`config.mk`:
```
export PLATFORM = sky130hd
export DESIGN_NAME = wrp_tdr_driver
export DESIGN_NICKNAME = d
export VERILOG_FILES = /design/src/rtl/wrp_tdr_driver.sv
export SDC_FILE = /design/constraint.sdc
export NUM_CORES = 1
export LEC_CHECK = 0
export CAP_MARGIN = 0
export CORE_MARGIN = 5
export CORE_UTILIZATION = 25
export CTS_CLUSTER_DIAMETER = 50
export CTS_CLUSTER_SIZE = 28
export DETAILED_ROUTE_END_ITERATION = 6
export PLACE_DENSITY_LB_ADDON = 0.25
export SKIP_LAST_GASP = 1
export SYNTH_ARGS = -nofsm -noshare
export SYNTH_HDL_FRONTEND = slang
export SYNTH_SLANG_ARGS = --single-unit
export TNS_END_PERCENT = 20
```
`constraint.sdc`:
```
create_clock -name TDR_TCK -period 2 [get_ports TDR_TCK]
set_clock_uncertainty 0.2 [all_clocks]
set_input_delay 0.4 -clock TDR_TCK [delete_from_list [all_inputs] [get_ports TDR_TCK]]
set_output_delay 0.4 -clock TDR_TCK [all_outputs]
set_load 0.01 [all_outputs]
```
`src/rtl/wrp_tdr_driver.sv`:
```
// TDR-side initiator for a serial chain of wrapper boundary cells.
// One access sequence is: optional capture, CHAIN_LEN shifts, then update and
// a one-cycle done pulse. Every output comes straight from a flop, so the
// strobes that gate the cell clocks cannot glitch.
module wrp_tdr_driver #(
  parameter int CHAIN_LEN = 8,
  parameter int CNT_W     = $clog2(CHAIN_LEN + 1)
) (
  input  logic                 TDR_TCK,
  input  logic                 TDR_TRESETN,
  input  logic                 start,
  input  logic                 capture_en,
  input  logic                 wrp_dir,
  input  logic [CHAIN_LEN-1:0] wdata,
  input  logic                 chain_so,
  output logic                 chain_si,
  output logic                 TDR_CAPTURE,
  output logic                 TDR_SHIFT,
  output logic                 TDR_UPDATE,
  output logic                 INSCANWRAP_TDR_EN,
  output logic                 OUTSCANWRAP_TDR_EN,
  output logic [CHAIN_LEN-1:0] rdata,
  output logic                 busy,
  output logic                 done
);

  typedef enum logic [2:0] {
    ST_IDLE,
    ST_CAPT,
    ST_SHIFT,
    ST_UPD,
    ST_DONE
  } state_t;

  localparam logic [CNT_W-1:0] LAST_CNT = CNT_W'(CHAIN_LEN - 1);

  state_t               state_q, state_d;
  logic [CNT_W-1:0]     cnt_q, cnt_d;
  logic [CHAIN_LEN-1:0] sreg_q, sreg_d;
  logic [CHAIN_LEN-1:0] cap_q, cap_d;
  logic [CHAIN_LEN-1:0] rdata_q, rdata_d;
  logic                 dir_q, dir_d;
  logic                 capture_q, capture_d;
  logic                 shift_q, shift_d;
  logic                 update_q, update_d;
  logic                 in_en_q, in_en_d;
  logic                 out_en_q, out_en_d;
  logic                 si_q, si_d;
  logic                 busy_q, busy_d;
  logic                 done_q, done_d;

  // Next-state and datapath: the load word sits in a right-shifting register
  // so bit 0 leaves first, and received bits enter at the top so that after
  // CHAIN_LEN shifts the k-th received bit lands in position k.
  always_comb begin
    state_d = state_q;
    cnt_d   = cnt_q;
    sreg_d  = sreg_q;
    cap_d   = cap_q;
    rdata_d = rdata_q;
    dir_d   = dir_q;
    case (state_q)
      ST_IDLE: begin
        if (start) begin
          sreg_d  = wdata;
          dir_d   = wrp_dir;
          cnt_d   = '0;
          state_d = capture_en ? ST_CAPT : ST_SHIFT;
        end
      end
      ST_CAPT: begin
        state_d = ST_SHIFT;
      end
      ST_SHIFT: begin
        cap_d  = CHAIN_LEN'({chain_so, cap_q} >> 1);
        sreg_d = sreg_q >> 1;
        if (cnt_q == LAST_CNT) begin
          cnt_d   = '0;
          state_d = ST_UPD;
        end else begin
          cnt_d = cnt_q + CNT_W'(1);
        end
      end
      ST_UPD: begin
        rdata_d = cap_q;
        state_d = ST_DONE;
      end
      ST_DONE: begin
        state_d = ST_IDLE;
      end
      default: begin
        state_d = ST_IDLE;
      end
    endcase
  end

  // Output decode from the next state, so each strobe is registered and is
  // valid for the whole cycle of the state it belongs to.
  always_comb begin
    busy_d    = (state_d == ST_CAPT) || (state_d == ST_SHIFT) || (state_d == ST_UPD);
    capture_d = (state_d == ST_CAPT);
    shift_d   = (state_d == ST_SHIFT);
    update_d  = (state_d == ST_UPD);
    done_d    = (state_d == ST_DONE);
    in_en_d   = busy_d & ~dir_d;
    out_en_d  = busy_d & dir_d;
    si_d      = shift_d & sreg_d[0];
  end

  // State register.
  always_ff @(posedge TDR_TCK or negedge TDR_TRESETN) begin
    if (!TDR_TRESETN) begin
      state_q <= ST_IDLE;
    end else begin
      state_q <= state_d;
    end
  end

  // Datapath and output flops; reset drops every strobe at once.
  always_ff @(posedge TDR_TCK or negedge TDR_TRESETN) begin
    if (!TDR_TRESETN) begin
      cnt_q     <= '0;
      sreg_q    <= '0;
      cap_q     <= '0;
      rdata_q   <= '0;
      dir_q     <= 1'b0;
      capture_q <= 1'b0;
      shift_q   <= 1'b0;
      update_q  <= 1'b0;
      in_en_q   <= 1'b0;
      out_en_q  <= 1'b0;
      si_q      <= 1'b0;
      busy_q    <= 1'b0;
      done_q    <= 1'b0;
    end else begin
      cnt_q     <= cnt_d;
      sreg_q    <= sreg_d;
      cap_q     <= cap_d;
      rdata_q   <= rdata_d;
      dir_q     <= dir_d;
      capture_q <= capture_d;
      shift_q   <= shift_d;
      update_q  <= update_d;
      in_en_q   <= in_en_d;
      out_en_q  <= out_en_d;
      si_q      <= si_d;
      busy_q    <= busy_d;
      done_q    <= done_d;
    end
  end

  assign chain_si           = si_q;
  assign TDR_CAPTURE        = capture_q;
  assign TDR_SHIFT          = shift_q;
  assign TDR_UPDATE         = update_q;
  assign INSCANWRAP_TDR_EN  = in_en_q;
  assign OUTSCANWRAP_TDR_EN = out_en_q;
  assign rdata              = rdata_q;
  assign busy               = busy_q;
  assign done               = done_q;

endmodule
```
### Yosys cells after proc, flatten, opt, wreduce, memory -nomap -nowiden

Index checks and enable logic that the tools add are counted.

| word-level totals | value |
|---|---|
| word-level logic and storage cells | 45 |
| bits of input ports | 14 |
| register bits | 40 |
| output and inout bits | 16 |

| operators by class | value |
|---|---|
| reductions and logical operators | 5 |
| add/subtract/negate cells | 1 |
| muxes and demuxes | 11 |
| equal/unequal tests | 9 |
| bitwise logic cells | 4 |

Operators with widths:

| operator | count |
|---|---|
| $pmux W8 S2 | 1 |
| $eq A3 B2 Y1 const B | 4 |
| $pmux W3 S4 | 1 |
| $mux W4 | 2 |
| $mux W8 | 1 |
| $pmux W4 S2 | 1 |
| $eq A3 B1 Y1 const B | 2 |
| $mux W3 | 2 |
| $add A4 B1 Y4 const B | 1 |
| $eq A4 B3 Y1 const B | 1 |
| $and A1 B1 Y1 | 3 |
| $eq A3 B3 Y1 const B | 1 |
| $logic_not A3 Y1 | 1 |
| $logic_or A1 B1 Y1 | 2 |
| $mux W1 | 2 |
| $mux W2 | 1 |
| $ne A2 B2 Y1 const B | 1 |
| $reduce_and A2 Y1 | 1 |
| $reduce_bool A2 Y1 | 1 |
| $not A1 Y1 | 1 |

### Depth between registers and ports, before layout

| logic depth | value |
|---|---|
| depth after elaboration | 7 |
| depth in mapped cells | 6 |

### Least setup slack after synthesis

No wires, ideal clock.

| path | value |
|---|---|
| path type | register to register |
| start | register state_q[1] |
| end | register out_en_q, in the netlist OUTSCANWRAP_TDR_EN |
| data arrival time | 1.363 ns |
| cell stages (with the launch flop) | 5 |
| slack | 0.318 ns |
| data required time | 1.682 ns |
| cells stage by stage | dfrtp_1 buf_6 nor4b_4 mux2_2 and2b_1 |

RTL lines:

| what | RTL line | source |
|---|---|---|
| start, declared | 37 | `state_t state_q, state_d;` |
| start signal, assigned | 115 | `state_q <= state_d;` |
| $logic_not A3 Y1 | 62 | `case (state_q)` |
| $mux W1 | 62 |  |
| via dir_d | 42 | `logic dir_q, dir_d;` |
| $and A1 B1 Y1 | 106 | `out_en_d = busy_d & dir_d;` |
| via out_en_d | 47 | `logic out_en_q, out_en_d;` |
| end signal, assigned | 145 | `out_en_q <= out_en_d;` |
| end, declared | 47 |  |

The timed path passes the listed nets, and every way through them passes these cells.
A chain may end at the register's enable or synchronous reset.

### Final worst setup path

| path | value |
|---|---|
| start | register rdata_q[0], in the netlist rdata[0] |
| end | output port rdata[0] |

RTL lines:

| what | RTL line | source |
|---|---|---|
| start, declared | 41 | `logic [CHAIN_LEN-1:0] rdata_q, rdata_d;` |
| start signal, assigned | 139 | `rdata_q <= rdata_d;` |
| end, declared | 22 | `output logic [CHAIN_LEN-1:0] rdata,` |

No word-level cell between the ends.

==> impl_metrics.csv <==
group,metric,value,unit
synth,syn-instance-count,147,
critical_path,cp-end-kind,"output pin",
clock_network,cts-root-buf,"clkbuf_8",
clock_network,post_cts_buffers,0,
critical_path,crit_path_cell_trace,"clkdlybuf4s50_1",
synth,synth_top_area_share,60.2,%
global_route,grt_pass1_vias,1228,
synth,syn_area_per_cell,11.3,µm²
sta,worst_slew_pin_slew,0.514,ns
pwr,power_frac_seq,39.4,%
pwr,p_switching,0.00120,W
sta,hold_slack,0.276,ns
sta,slew_viol_final,0,
clock_network,cts_sinks,40,
synth,async_flop_share,100,%
placement,io_buffers,29,
synth,ys_seq_area_share,60.2,%
global_route,grt_max_degree,41,
synth,syn_nets,162,
critical_path,arrival,1.19,ns
route,drc,0,
critical_path,crit_required,1.40,ns
cells_and_area,layout-drive-gt1-share,14.4,%
synth,ys_ff_latch,40,
pwr,switching_share,34.3,%
synth,yosys_warnings,0,
synth,yosysMostFrequentCell,"nand2_1",
die,core_area,6420,µm²
clock_network,post_cts_resized,0,
pwr,power_frac_clock,19.3,%
route,via_count,1133,
sta,hold_violations,0,
clock_network,cts.path.max_buffers,2,
clock_network,cts_buffers,5,
sta,fin_crit_sh,89.4,%
cells_and_area,syn2layout_area_growth,31.6,%
global_route,grt_first_pass_wirelength,5.64,mm
critical_path,worstSetupPathType,"reg -> out",
synth,synth_top_area_cell,"dfrtp_1",
critical_path,cp_num_buf_inv,1,
synth,synth_common_cells,"nand2_1 (48), dfrtp_1 (40), a22o_1 (9), a21o_1 (7), nor2_1 (4)",
sta,rsz0062_at_grt,"no",
clock_network,cts_tree,"built",
sta,post-route-min-period,1.79,ns
clock_network,cts_max_level,2,
clock_network,clk_latency,0.30,ns
cells_and_area,fin_nets,201,
critical_path,slowest_stage,"clkdlybuf4s50_1",
synth,synth_edf_count,0,
critical_path,crit_family,"buffers and inverters",
clock_network,holdBufCountCts,1,
synth,ys_types,33,
global_route,track_usage,8.50,%
pwr,peakVddDrop,0.490,mV
route,drtPass1Iterations,3,
run_status,status,"finished clean",
clock_network,cts.clk_slew.worst_paths,0.09,ns
synth,ys.flop_type,"dfrtp_1",
global_route,antenna_found_initial,0,
critical_path,critical_path.max_fanout,2,
route,wl_per_cell,12.0,µm
sta,finalSetupViolations,0,
route,drt-total-wl,3.16,mm
cells_and_area,final_cell_area,2190,µm²
die,start_util,25.9,%
die,die_height,91.6,µm
die,row_count,29,
sta,fmax,559,MHz
route,ant_nets,0,
job,cap_viol_max_count,0,
placement,hpwl,2.17,mm
global_route,grt-ovfl-total,0,
die,die-width,91.6,µm
pwr,intPower,0.00229,W
pwr,power.density,1590,nW/µm²
route,vias_per_cell,4.29,
sta,slew_headroom,65.7,%
placement,dp.cells,255,
die,io_pins,30,
critical_path,cp_slowest_stage_delay,0.54,ns
pwr,power.total,0.00348,W
critical_path,startpoint_type,"flip-flop",
pwr,combPwrFrac,41.3,%
worst_hold_path,hp-class,"reg -> reg",
placement,gp_congestion,0.714,
synth,synth.cell_area,1660,µm²
die,die-area,8390,µm²
route,drt-initial-drc-count,60,
cells_and_area,final_cells,264,
synth,synthTopCellsByArea,"dfrtp_1 (60%), nand2_1 (11%), a22o_1 (4.7%)",
placement,place_area,2060,µm²
cells_and_area,diodes,0,
pwr,leakage,1.08,nW
cells by family (layout without fill, tap and decap cells):
logic type | after synthesis | count (layout) | synth area share [%]
mux | 3 | 3 | 2.18
flops | 40 | 40 | 60.2
simple gates | 68 | 68 | 20.8
fa+ha+maj | 1 | 1 | 0.752
compound gates | 25 | 25 | 12.4
buf+inv | 10 | 50 | 3.76
registers in the layout (all words and copies together) (netlist names):
signal and flops:
TDR_CAPTURE 1, state_q 3, busy 1, OUTSCANWRAP_TDR_EN 1
dir_q 1, cnt_q 4, done 1, TDR_UPDATE 1
cap_q 8, TDR_SHIFT 1, sreg_q 8, rdata 8
chain_si 1, INSCANWRAP_TDR_EN 1
power groups by stage:
| stage | registers (W) | logic (W) | clock network [W] |
|---|---|---|---|
| finish | 0.00137 | 0.00144 | 0.000671 |
| global route | 0.00142 | 0.00163 | 0.000735 |
| CTS | 0.00138 | 0.00148 | 0.000702 |
| detailed placement | 0.00139 | 0.00147 | 0 |
| global placement | 0.00139 | 0.00146 | 0 |
| floorplan | 0.00138 | 0.000952 | 0 |
cell usage in the layout, fill, tap and decap left out, drive strengths merged:
master         Yosys  final
mux2               2      2
o31ai              2      2
dfrtp             40     40
or3b               1      1
nand3b             2      2
a311oi             1      1
and2b              1      1
inv                3      3
a21o               7      7
nor2               5      5
clkinv             1      3
clkbuf             0      5
nand3              2      2
nor4bb             1      1
o21ai              1      1
a22o               9      9
and2               1      1
nand2             48     48
nor3b              1      1
and3               1      1
dlygate4sd3        0      1
mux2i              1      1
clkdlybuf4s50      0     28
bufinv             0      1
nor2b              3      3
nor4b              2      2
buf                6      9
a21oi              3      3
a2bb2o             1      1
o21bai             1      1
ha                 1      1
layout make-up:
class / instances / area (µm²)
fill: 645 / 4230
clock buffer: 5 / 68.8
timing repair buffer: 38 / 355
inverter: 4 / 15.0
sequential: 40 / 1000
tap: 77 / 96.3
clock inverter: 3 / 47.5
multi-input combinational: 97 / 606
worst paths after layout:
kind	cells past startpoint	end	from	slack [ns]
hold reg to reg	2	rdata[7]	rdata[7]	0.28
max in group asynchronous	3	sreg_q[0]	TDR_TRESETN	0.75
setup / recovery	1	rdata[0]	rdata[0]	0.21
setup reg to reg	3	cnt_q[2]	state_q[1]	0.22
hold / removal	2	rdata[7]	rdata[7]	0.28
min in group asynchronous	3	done	TDR_TRESETN	0.48
through the flow:
step | setup TNS (ns) | utilization [%] | setup slack [ns]
3_3_place_gp | -0.211 | 32.1 | -0.0546
6_report | 0 | 34.1 | 0.212
2_1_floorplan | 0 | - | 0.318
4_1_cts | 0 | 34.1 | 0.184
3_5_place_dp | -0.413 | 32.1 | -0.0812
5_1_grt | 0 | 34.1 | 0.138
per-layer routing:
layer	share of wire, %	track usage [%]	routed length, µm
met5	0	0	0
met4	2.2	4.52	71
met3	5.8	2.98	182
met2	44	13.0	1390
met1	48	10.5	1510
Note: power is estimated with default switching activity, not from simulation.
